**src/rtl/bcd_counter_n.sv**
```systemverilog
// bcd_counter_n: parametrised multi-digit synchronous BCD up/down counter.
//   DIGITS   : number of BCD digits (1..8)
//   WRAP     : 1 = wrap at the count limits, 0 = saturate at the limits
// Ports:
//   clk      : clock, rising edge
//   rst      : synchronous active-high reset
//   en       : count enable
//   up       : direction, 1 = up, 0 = down
//   load     : parallel load request (priority over en)
//   load_val : BCD value to load, digit 0 in [3:0]
//   q        : registered count, digit i in [4i+3:4i]
//   tc       : combinational terminal count (all 9s going up, all 0s going down)
//   ovf      : one-cycle pulse, count attempted at the limit
//   load_err : one-cycle pulse, load rejected because a nibble was > 9

// One BCD digit: next value when stepped, plus "at its rollover value"
// for the current direction so the top can build the carry/borrow chain.
module bcd_digit (
  input  logic [3:0] d,
  input  logic       up,
  input  logic       step,
  output logic [3:0] nxt,
  output logic       last
);
  always_comb begin
    last = up ? (d == 4'd9) : (d == 4'd0);
    nxt  = d;
    if (step) begin
      if (up) nxt = last ? 4'd0 : d + 4'd1;
      else    nxt = last ? 4'd9 : d - 4'd1;
    end
  end
endmodule

module bcd_counter_n #(
  parameter int DIGITS = 4,
  parameter int WRAP   = 1
) (
  input  logic                  clk,
  input  logic                  rst,
  input  logic                  en,
  input  logic                  up,
  input  logic                  load,
  input  logic [4*DIGITS-1:0]   load_val,
  output logic [4*DIGITS-1:0]   q,
  output logic                  tc,
  output logic                  ovf,
  output logic                  load_err
);

  // carry[i] = every digit below i is at its rollover value, so digit i
  // steps this edge. carry[DIGITS] is the whole-counter limit.
  logic [DIGITS:0]         carry;
  logic [DIGITS-1:0]       last;
  logic [DIGITS-1:0]       nib_ok;
  logic [4*DIGITS-1:0]     nxt;
  logic                    load_ok;

  assign carry[0] = 1'b1;

  for (genvar g = 0; g < DIGITS; g++) begin : g_dig
    bcd_digit u_dig (
      .d    (q[4*g +: 4]),
      .up   (up),
      .step (carry[g]),
      .nxt  (nxt[4*g +: 4]),
      .last (last[g])
    );
    assign carry[g+1] = carry[g] & last[g];
    assign nib_ok[g]  = (load_val[4*g +: 4] <= 4'd9);
  end

  assign load_ok = &nib_ok;
  assign tc      = carry[DIGITS];

  always_ff @(posedge clk) begin
    if (rst) begin
      q        <= '0;
      ovf      <= 1'b0;
      load_err <= 1'b0;
    end else if (load) begin
      if (load_ok) q <= load_val;
      load_err <= ~load_ok;
      ovf      <= 1'b0;
    end else if (en) begin
      // At the limit the natural digit roll already gives the wrapped
      // value; saturation simply suppresses the update.
      if (!tc || (WRAP != 0)) q <= nxt;
      ovf      <= tc;
      load_err <= 1'b0;
    end else begin
      ovf      <= 1'b0;
      load_err <= 1'b0;
    end
  end

endmodule

```
**config.mk**
```make
export PLATFORM = sky130hd
export DESIGN_NAME = bcd_counter_n
export DESIGN_NICKNAME = d
export VERILOG_FILES = /design/src/rtl/bcd_counter_n.sv
export SDC_FILE = /design/constraint.sdc
export NUM_CORES = 1
export LEC_CHECK = 0
export ABC_CLOCK_PERIOD_IN_PS = 5500
export CAP_MARGIN = 20
export CORE_UTILIZATION = 35
export DETAILED_ROUTE_END_ITERATION = 8
export GPL_TIMING_DRIVEN = 0
export HOLD_SLACK_MARGIN = 0.12
export PLACE_DENSITY = 0.72
export SETUP_SLACK_MARGIN = 0.05
export SLEW_MARGIN = 20
export SYNTH_ARGS = -nofsm -noshare
export SYNTH_HDL_FRONTEND = slang
export SYNTH_SLANG_ARGS = --single-unit
export TNS_END_PERCENT = 1
```
**constraint.sdc**
```tcl
create_clock -name clk -period 5.5 [get_ports clk]
set_input_delay 0.55 -clock clk [delete_from_list [all_inputs] [get_ports clk]]
set_output_delay 0.55 -clock clk [all_outputs]
set_load 0.01 [all_outputs]
```
## Word-level counts from Yosys, hierarchy flattened

Index checks and enable logic that the tools add are counted.

- $add $sub $neg: 8
- Equality and inequality tests: 5
- Bitwise operators: 6
- Muxes and demuxes: 22
- Order comparisons: 4
- Reduce and logical (&&, ||, !) cells: 15

Operators by type and width:

| kind | number |
|---|---|
| 4-bit 2-to-1 mux | 15 |
| 16-bit 2-to-1 mux | 3 |
| 4-bit by 1-bit adder with 4-bit output, second input constant | 4 |
| 4-bit == test, second input constant | 4 |
| 4-bit less-or-equal comparator, second input constant | 4 |
| 4-bit logical NOT | 4 |
| 4-bit by 1-bit subtractor with 4-bit output, second input constant | 4 |
| 3-bit AND reduction | 3 |
| 2-bit nonzero test | 4 |
| 1-bit 2-to-1 mux | 4 |
| 4-bit AND reduction | 1 |
| 1-bit AND | 3 |
| 1-bit NOT | 3 |
| 3-bit OR reduction | 1 |
| 2-bit by 1-bit inequality test with 1-bit output, second input constant | 1 |
| 2-bit AND reduction | 1 |
| 2-bit OR reduction | 1 |

- Input bits: 21
- Logic and storage cells: 66
- Output and inout port bits: 19
- Register bits after elaboration: 18

## Logic depth before layout (Yosys ltp)

- Word-level depth: 7
- Mapped depth: 7
- Depth with buffers taken out: 7

## Cells and area by module

From an unflattened synthesis, not the netlist that was laid out.

- Cell total of the unflattened synthesis: 261
- Area, all modules: 2184.6 sq um

Modules (own cells, without submodules):

| module | times used | cells each | area each (sq um) | sequential area each (sq um) |
|---|---|---|---|---|
| bcd_counter_n | 1 | 109 | 1168.6 | 360.3 |
| bcd_digit | 4 | 38 | 254.0 | 0.0 |

## Worst setup path after synthesis

OpenSTA, ideal clock, no wires.

- Kind: in2out
- Start point: in up
- End point: out tc
- Data required time: 4950 ps
- Buffers on the path: 1
- Stages: 5
- Arrival time: 1601 ps
- Slack: 3349 ps
- Cells stage by stage: buf_2 -> or3b_2 -> a21oi_1 -> nand2_1 -> nor2_1

- Word-level cells in the longest chain between the ends: 4
- Elaborated cells between the ends (all ways): 7
- Those cells by class: 4 x mux; 3 x bitwise

Ends and longest elaborated chain:

| what | line | source |
|---|---|---|
| from (decl) | 42 | `input logic up,` |
| 1-bit 2-to-1 mux | 26 | `last = up ? (d == 4'd9) : (d == 4'd0);` |
| 1-bit AND (2 in a row) | 69 | `assign carry[g+1] = carry[g] & last[g];` |
| 1-bit AND (*) | 69 |  |
| to (decl) | 46 | `output logic tc,` |

Mark *: on every way between the ends. The rest lies on a longest branch, timed or not.

## Worst setup path after layout

Ends and elaborated chain as after synthesis.

==> impl_metrics.csv <==
group,metric,value,unit
cells_and_area,nets,283,
pwr,pwr-share-seq,36.2,%
yosys,synth_nets,240,
clock_network,path_clk_slew,0.07,ns
clock_network,cts_tree,"done",
worst_hold_path,hold_depth,2,
yosys,ys_types,51,
pwr,p_sw,137.6,µW
route,wl_met3,266,µm
critical_path,end_kind,"primary output",
pwr,pwr-share-comb,36.5,%
yosys,ys_ff_latch,18,
critical_path,cp.required,4.95,ns
floorplan,initial_utilization,36.47,%
worst_hold_path,whs_endpoint,"q[1]",
critical_path,path_cells,"clkdlybuf4s50_1, buf_2, buf_2, nand3_1, a21oi_1, nand2_1, nor2_1, clkdlybuf4s50_1",
sta,period_needed,3.459,ns
cells_and_area,drive_gt1_share,6.024,%
clock_network,root_buffer,"clkbuf_8",
route,met2_length,1901,µm
critical_path,reg2regPathDepth,7,
grt,grt_usage,18.11,%
sta,rsz0062_at_grt,"false",
floorplan,die_area,4843,µm²
critical_path,critPathMaxStageDelay,0.61,ns
critical_path,r2r_slack,3.28,ns
clock_network,cts.sinks,18,
cells_and_area,num_antenna_cells,0,
yosys,synth.area.top_cells,"dfxtp_1 (23%), ha_1 (9.4%), a211oi_1 (5.2%), nor2_1 (5.2%), o21ai_0 (3.8%)",
yosys,synth_warnings,0,
placed_design,place_hpwl,3190,µm
clock_network,postCtsSetupBuffers,0,
floorplan,die_h,69.59,µm
yosys,avgSynthCellArea,7.725,µm²
route,wl_per_cell,14.16,µm
route,dr.max_layer_used,"met4",
sta,worst_pin_slew,0.5888,ns
pwr,p_leak,0.7630,nW
floorplan,fp.dieW,69.59,µm
run_status,outcome,"finished, final reports clean",
pwr,powerDensity,197.6,nW/µm²
yosys,ys_async_sr_fraction,0,%
critical_path,crit_type,"input pin to primary output",
route,ant_nets,0,
floorplan,core.rowCount,24,
placed_design,globalplace.congestion,0.8351,
sta,skew,0.001200,ns
cells_and_area,fill_cells,441,
sta,drv_slew,0,
route,viasPerCell,5.611,
critical_path,critical_path_depth,8,
floorplan,core,4384,µm²
sta,finalHoldViolations,0,
route,vias,1689,
pwr,switching_share,33.17,%
pwr,p_int,277.3,µW
sta,finalCritPeriodShare,62.89,%
critical_path,crit_buf_inv,4,
cells_and_area,area_growth_syn_to_layout,31.30,%
route,drt-total-wl,4263,µm
flow_run,cap_violations,0,
placed_design,port_buffers,38,
clock_network,clk_latency,0.26,ns
critical_path,crit_family,"buffers and inverters",
critical_path,crit_fanout,10,
sta,finalSetupTns,0,ns
critical_path,startpoint_type,"input pin",
clock_network,numCtsBuffers,3,
yosys,yosys_most_used_dff,"dfxtp_1",
grt,grt_pass1_wl,7107,µm
grt,grt_max_degree,11,
floorplan,top_level_ports,40,
sta,setup_slack,2.041,ns
pwr,ir_worst_vdd,122.8,µV
sta,fmax,289.1,MHz
critical_path,crit_arrival,2.91,ns
clock_network,cts_buffer_depth,2,
yosys,yosysSeqAreaShare,22.54,%
worst_hold_path,hp-start,"q[1]",
clock_network,h-tree-depth,1,
yosys,yosys.area.top_type,"dfxtp_1",
sta,relSlewSlack,60.75,%
critical_path,cp_slowest_cell,"clkdlybuf4s50_1",
route,firstDrtPassIters,4,
yosys,synth_edf_count,0,
grt,grt_overflow,0,
critical_path,rr_startpoint,"q[4]",
grt,antenna_found_initial,0,
placed_design,dp_slack,2.092,ns
yosys,netlist_instances,207,
route,route.detailed.drc,0,
route,drt-met1-wl,2048,µm
critical_path,r2r-end,"q[9]",
yosys,synth_top_area_share,22.54,%
grt,grt_pass1_vias,1482,
clock_network,post_cts_resized,0,
sta,final-setup-viol-count,0,
clock_network,hold_buffers,0,
yosys,syn-cell-area,1599,µm²
pwr,clockPowerShare,27.3,%
route,drt-initial-drc-count,146,
worst_hold_path,hold_path.class,"flop to flop",
-- power by group through the flow --
stage / Sequential, mW / Clock [mW] / Combinational (mW)
2_1_floorplan: 0.156 / 0 / 0.0919
3_3_place_gp: 0.154 / 0 / 0.148
3_5_place_dp: 0.154 / 0 / 0.150
4_1_cts: 0.150 / 0.115 / 0.151
5_1_grt: 0.153 / 0.123 / 0.168
6_report: 0.150 / 0.113 / 0.151
-- cell type report --
cell class,instances,area (µm²),area share [%]
multi-input cells,162,1124,53.52
repair buffers,38,380.4,18.12
flip-flops and latches,18,360.3,17.16
plain buffers,15,70.07,3.337
well taps,52,65.06,3.099
clock buffers,4,55.05,2.622
inverters,12,45.04,2.145
-- worst max-delay path by stage --
stage          startpoint  end  slack (ns)
5_1_grt                up   tc        1.90
3_5_place_dp           up   tc        2.09
6_report               up   tc        2.04
2_1_floorplan          up   tc        3.35
3_3_place_gp           up   tc        2.09
4_1_cts                up   tc        2.09
-- cells by family after synthesis --
logic type / after synthesis / share of synthesized area, %
multiplexers: 3 / 1.878
adder cells (fa/ha/maj): 12 / 9.389
flip-flops: 18 / 22.54
XOR/XNOR: 7 / 3.834
buffers and inverters: 27 / 7.199
AO/OA/AOI/OAI: 67 / 30.13
AND/OR/NAND/NOR: 73 / 25.04
-- metal layers --
metal	track usage, %	vias up
met1	25.78	773
li1	-	856
met2	27.72	56
met4	4.762	0
met3	3.634	4
met5	0	-
-- worst register-to-register path, stage by stage, from the launching register on --
cell,delay [ns]
dfxtp_1,0.37
inv_1,0.13
ha_1,0.25
nor4b_1,0.51
o22ai_1,0.19
o22ai_2,0.34
o311a_1,0.25
nor3_1,0.05
-- through the flow --
stage               hold WS (ns)  cells  instance area [µm²]  utilization (%)  total power, mW
floorplan                 0.5556    207                 1599                -           0.2481
global placement          0.5545    297                 2044            46.63           0.3020
detailed placement        0.5544    297                 2044            46.63           0.3037
CTS                       0.5657    301                 2100            47.89           0.4167
global route              0.6167    301                 2100            47.89           0.4437
finish                    0.5632    301                 2100            47.89           0.4149
-- synthesized netlist by cell type (all sizes together) (2+ instances only) --
cell type / n
nand2b: 7
a311o: 3
a31oi: 3
o311a: 3
or4b: 3
o22ai: 5
xnor2: 2
ha: 12
buf: 6
nor3b: 4
inv: 12
nor4b: 3
dfxtp: 18
o211ai: 5
a311oi: 3
nand2: 13
xor2: 5
mux2i: 3
nand3: 5
a21oi: 11
nor3: 5
clkbuf: 9
o21ai: 14
nor2: 22
nand4: 2
a211oi: 11
and4b: 3
-- cell usage in the layout (no fill, tap or decap), drive strengths merged, types with 4 or more instances in the layout --
| master | Yosys | routed |
|---|---|---|
| nor2 | 22 | 22 |
| o21ai | 14 | 14 |
| clkdlybuf4s50 | 0 | 38 |
| nor3b | 4 | 4 |
| nor3 | 5 | 5 |
| ha | 12 | 12 |
| a211oi | 11 | 11 |
| nand2b | 7 | 7 |
| clkbuf | 9 | 13 |
| nand3 | 5 | 5 |
| nand2 | 13 | 13 |
| o211ai | 5 | 5 |
| a21oi | 11 | 11 |
| buf | 6 | 6 |
| inv | 12 | 12 |
| o22ai | 5 | 5 |
| dfxtp | 18 | 18 |
| xor2 | 5 | 5 |
-- state kept, by name, summed over array words and instances (netlist names) --
signal,flops
ovf,1
load_err,1
q,16
Power figures use the tool's default switching activity.
